**config.mk**
```make
export PLATFORM = sky130hd
export DESIGN_NAME = gpio_port_bank
export DESIGN_NICKNAME = d
export VERILOG_FILES = /design/src/rtl/gpio_port_bank.sv
export SDC_FILE = /design/constraint.sdc
export NUM_CORES = 1
export LEC_CHECK = 0
export ABC_AREA = 0
export BUFFER_PORTS_ARGS = -buffer_cell sky130_fd_sc_hd__buf_2
export CAP_MARGIN = 20
export CORE_ASPECT_RATIO = 1.5
export CORE_MARGIN = 2
export CORE_UTILIZATION = 59
export DETAILED_ROUTE_END_ITERATION = 6
export PLACE_DENSITY = 0.95
export SLEW_MARGIN = 20
export SYNTH_ARGS = -nofsm -noshare
export SYNTH_HDL_FRONTEND = slang
export SYNTH_SLANG_ARGS = --single-unit
```
**constraint.sdc**
```tcl
create_clock -name clk -period 2.7 [get_ports clk]
set_input_delay 0.135 -clock clk [delete_from_list [all_inputs] [get_ports clk]]
set_output_delay 0.135 -clock clk [all_outputs]
set_load 0.1 [all_outputs]
```
**src/rtl/gpio_port_bank.sv**
```systemverilog
// Purpose: bank of NUM_PORTS registered GPIO output ports with write/set/clear/toggle,
//          a SYNC_STAGES-deep input synchroniser, readback and optional edge interrupt.
// Latency: writes visible one clk_valid edge later; input pins reach in_sync after
//          SYNC_STAGES valid edges. No backpressure: every strobe is accepted.
//
// Optional feature: define GPIO_EDGE_IRQ_EN to build the both-edge interrupt logic.
//   Without it, irq_pending and irq are tied to 0 and irq_mask/irq_ack are ignored.
//
// Ports:
//   clk, arst_n    clock (rising edge), asynchronous active-low reset
//   clk_valid      clock qualifier; all state holds while 0
//   wr_en/wr_sel/wr_mode/wr_data
//                  write strobe, target port, mode (00 wr, 01 set, 10 clr, 11 tgl), data/mask
//   rd_sel/rd_data combinational readback; out-of-range select reads 0
//   in_pins/in_sync
//                  asynchronous pins in, synchronised value out
//   out_ports      flat bus, port k at [k*DATA_WIDTH +: DATA_WIDTH]
//   sel_err        one valid-cycle pulse after an out-of-range write
//   irq, irq_mask, irq_ack, irq_pending
//                  edge interrupt, per-bit enable, write-1-to-clear, sticky flags
module gpio_port_bank #(
    parameter int DATA_WIDTH  = 8,
    parameter int NUM_PORTS   = 4,   // 2..16
    parameter int SEL_WIDTH   = 2,   // 2**SEL_WIDTH >= NUM_PORTS
    parameter int SYNC_STAGES = 2    // 2..4
) (
    input  logic                            clk,
    input  logic                            arst_n,
    input  logic                            clk_valid,
    input  logic                            wr_en,
    input  logic [SEL_WIDTH-1:0]            wr_sel,
    input  logic [1:0]                      wr_mode,
    input  logic [DATA_WIDTH-1:0]           wr_data,
    input  logic [SEL_WIDTH-1:0]            rd_sel,
    output logic [DATA_WIDTH-1:0]           rd_data,
    input  logic [DATA_WIDTH-1:0]           in_pins,
    output logic [DATA_WIDTH-1:0]           in_sync,
    output logic [NUM_PORTS*DATA_WIDTH-1:0] out_ports,
    output logic                            sel_err,
    output logic                            irq,
    input  logic [DATA_WIDTH-1:0]           irq_mask,
    input  logic [DATA_WIDTH-1:0]           irq_ack,
    output logic [DATA_WIDTH-1:0]           irq_pending
);

    logic [DATA_WIDTH-1:0] port_reg [NUM_PORTS];
    logic [DATA_WIDTH-1:0] sync_q   [SYNC_STAGES];
    logic                  wr_hit;

    function automatic logic [DATA_WIDTH-1:0] apply_mode(
        input logic [1:0]            mode,
        input logic [DATA_WIDTH-1:0] cur,
        input logic [DATA_WIDTH-1:0] data
    );
        logic [DATA_WIDTH-1:0] res;
        unique case (mode)
            2'b00:   res = data;
            2'b01:   res = cur | data;
            2'b10:   res = cur & ~data;
            default: res = cur ^ data;
        endcase
        return res;
    endfunction

    // Select decode by comparison against each legal index, so a select wider than
    // the port count never indexes past the array.
    always_comb begin
        wr_hit = 1'b0;
        for (int k = 0; k < NUM_PORTS; k++) begin
            if (wr_sel == SEL_WIDTH'(k)) wr_hit = 1'b1;
        end
    end

    always_ff @(posedge clk or negedge arst_n) begin
        if (!arst_n) begin
            for (int k = 0; k < NUM_PORTS; k++) port_reg[k] <= '0;
            sel_err <= 1'b0;
        end else if (clk_valid) begin
            for (int k = 0; k < NUM_PORTS; k++) begin
                if (wr_en && (wr_sel == SEL_WIDTH'(k)))
                    port_reg[k] <= apply_mode(wr_mode, port_reg[k], wr_data);
            end
            // Re-evaluated every valid cycle, so the flag lasts exactly one of them.
            sel_err <= wr_en & ~wr_hit;
        end
    end

    always_comb begin
        rd_data   = '0;
        out_ports = '0;
        for (int k = 0; k < NUM_PORTS; k++) begin
            if (rd_sel == SEL_WIDTH'(k)) rd_data = port_reg[k];
            out_ports[k*DATA_WIDTH +: DATA_WIDTH] = port_reg[k];
        end
    end

    always_ff @(posedge clk or negedge arst_n) begin
        if (!arst_n) begin
            for (int k = 0; k < SYNC_STAGES; k++) sync_q[k] <= '0;
        end else if (clk_valid) begin
            sync_q[0] <= in_pins;
            for (int k = 1; k < SYNC_STAGES; k++) sync_q[k] <= sync_q[k-1];
        end
    end

    assign in_sync = sync_q[SYNC_STAGES-1];

`ifdef GPIO_EDGE_IRQ_EN
    logic [DATA_WIDTH-1:0] prev_q;
    logic [DATA_WIDTH-1:0] pending_q;

    // A fresh edge wins over an ack of the same bit in the same cycle.
    always_ff @(posedge clk or negedge arst_n) begin
        if (!arst_n) begin
            prev_q    <= '0;
            pending_q <= '0;
        end else if (clk_valid) begin
            prev_q    <= in_sync;
            pending_q <= (pending_q & ~irq_ack) | (in_sync ^ prev_q);
        end
    end

    assign irq_pending = pending_q;
    assign irq         = |(pending_q & irq_mask);
`else
    logic unused_irq_inputs;
    assign unused_irq_inputs = ^{irq_mask, irq_ack};
    assign irq_pending       = '0;
    assign irq               = 1'b0;
`endif

endmodule

```
==> results.md <==
| Result | Value |
|---|---|
| Number of optimization iterations in the first detailed-route pass | 4 |
| Wire length of the first global-routing pass | 13000 microns |
| Share of post-route cells with drive strength above 1 | 0.4613 |
| Number of primary I/O pins | 100 |
| Post-CTS Setup Repair Bufs | 0 |
| Highest-delay cell along the critical path | mux4_2 |
| Startpoint-to-endpoint class of the critical path | flip-flop to output port |
| Vias in the first global route | 2597 |
| Number of cells produced by synthesis | 309 |
| Run status | complete, no violations |
| Number of distinct library cell variants in the gate-level netlist after synthesis | 18 |
| Maximum fanout encountered on the critical timing path | 5 |
| Top post-synthesis cells by area | dfrtp_1, mux4_2, ha_1 |
| GP Congestion | 0.7700 |
| Overall fraction of global-route tracks in use | 0.2210 |
| Final number of hold-violating endpoints | 0 |
| Number of buffers on the longest clock path | 2 |
| Yosys top cell area share | 0.3014 |
| Total die area | 0.007588 sq mm |
| Cell type contributing the most total cell area after synthesis | dfrtp_1 |
| Clock tree from TritonCTS | done |
| Clock-pin slew on the worst setup and hold paths | 90 ps |
| Series of cell instances along the critical path | mux4_2 > buf_2 |
| DP HPWL | 5814 microns |
| Most used cells in the layout excluding fill and tap cells | buf_2, inv_1, ha_1 |
| Avg WL per Cell | 17.26 microns |
| Maximum number of pins on one net before global-route repair | 37 |
| Maximum capacitance violations | 0 |
| Crit. End Element | output port |
| Classification of the worst-slack hold path | input port to flip-flop |
| Clock sink count | 49 |
| Transition at the pin with the smallest max-transition slack | 810.6 ps |
| Max-slew violations | 0 |
| Setup violation total in the final timing report | 0 |
| Delay of the slowest cell on the worst path | 500 ps |
| FP Rows | 37 |
| Most common cell after layout, fill and taps aside | buf_2 |
| Final Routed Wirelength | 7818 microns |
| Number of DRC markers in iteration 0 | 107 |
| Diode insertion count for antenna repair | 0 |
| Post-synthesis instance area | 0.004068 sq mm |
| Type of element launching the critical path | flip-flop |
| Starting Density | 0.6018 |
| Slew Limit Headroom | 0.4596 |
| Post-DRT Antenna Nets | 0 |
| Relative area change from synthesis to final layout | 10.89% |
| Signal arrival time at the worst endpoint | 1540 ps |
| Per-instance average area after synthesis | 13.16 sq um |
| Master cell of the clock root buffer | clkbuf_8 |
| Routed vias | 2523 |
| # nets final | 480 |
| Post-synthesis sequential element count | 49 |
| Global route overflow | 0 |
| H-tree level count | 2 |
| Remaining DRCs | 0 |
| Minimum clock period after layout | 1677 ps |
| Clock insertion delay at the later pin of the skew report | 290 ps |
| Worst hold slack after final layout | 67.92 ps |
| Post-synthesis sequential area ratio | 0.3014 |
| Post-cts gate resize count | 0 |
| Initial antenna violation count | 0 |
| Number of hold buffers added after cts | 1 |
| Die width | 71.80 microns |
| Total of buffers placed on input and output ports | 74 |
| Final TNS setup | 0 ps |
| Required time of the critical path | 2570 ps |
| Post-detailed-route via-to-cell ratio | 5.570 |
| RSZ-0062 raised after global routing | no |
| Die height | 105.7 microns |
| Share of the cycle needed by the critical path after routing | 0.6211 |
| CTS Buf Count | 5 |
| Warnings from Yosys | 0 |
| Core box area | 0.006759 sq mm |
| Max Clock Freq | 0.5963 GHz |
| Layout Skew | 1.385 ps |
[worst paths after layout]
path | start | to | slack (ps) | cells after the start
max | out_ports[25]$_DFFE_PN0P_ | rd_data[1] | 1020 | 2
min | in_pins[1] | sync_q[9]$_DFFE_PN0P_ | 70 | 2
max reg2reg | out_ports[29]$_DFFE_PN0P_ | out_ports[29]$_DFFE_PN0P_ | 1040 | 4
min reg2reg | in_sync[6]$_DFFE_PN0P_ | in_sync[6]$_DFFE_PN0P_ | 510 | 1
max in group asynchronous | arst_n | out_ports[14]$_DFFE_PN0P_ | 1610 | 3
min in group asynchronous | arst_n | in_sync[7]$_DFFE_PN0P_ | 460 | 2
[worst max-delay path, delay by kind of cell, from the launching register on]
kind | cells | cell delay [ps]
buf+inv | 1 | 310
flops | 1 | 440
mux | 1 | 500
[through the flow]
step | utilization | setup WS, ps | instance area [sq um] | instances
6_report | 0.6673 | 1023 | 4511 | 453
5_1_grt | 0.6673 | 975.8 | 4511 | 453
4_1_cts | 0.6673 | 1014 | 4511 | 453
3_5_place_dp | 0.6461 | 932.9 | 4367 | 444
3_3_place_gp | 0.6461 | 1013 | 4367 | 444
2_1_floorplan | - | 540.6 | 4098 | 317
[registers in the layout, summed over array words and instances, names as in the netlist]
| signal | cells |
|---|---|
| sync_q | 8 |
| out_ports | 32 |
| sel_err | 1 |
| in_sync | 8 |
[layer usage]
metal / vias to the layer above / global-route usage / part of all wire
li1: 1165 / - / -
met4: 0 / 0.05930 / 0.019
met5: - / 0 / 0
met2: 64 / 0.4001 / 0.54
met3: 13 / 0.03824 / 0.040
met1: 1281 / 0.2664 / 0.40
[final cells by class]
cell class	count	area, sq um
well taps	78	97.59
inverters	72	270.3
flip-flops and latches	49	1226
clock inverters	3	65.06
multi-input cells	167	2360
fillers	497	2248
repair buffers	79	422.9
clock buffers	5	68.82
[cell families (layout without fill, tap and decap cells)]
family                     count (synthesis)  after routing  synth area share
buffers and inverters                    101            159            0.1258
muxes                                     88             88            0.3627
adders and majority gates                 64             64            0.1969
DFF                                       49             49            0.3014
and+or+nand+nor                            6              6           0.01231
other                                      1              9         0.0009219
[cells in the mapped netlist, drive strengths merged]
cell and n:
buf 28, clkbuf 1, conb 1, dfrtp 49
ha 64, inv 72, mux2 48, mux4 40
nand2 1, nand4 1, nand4b 2, nor2b 1
nor3 1
Power is not shown: default switching activity piles up to over one toggle a cycle in this logic, so the estimate is an artifact.
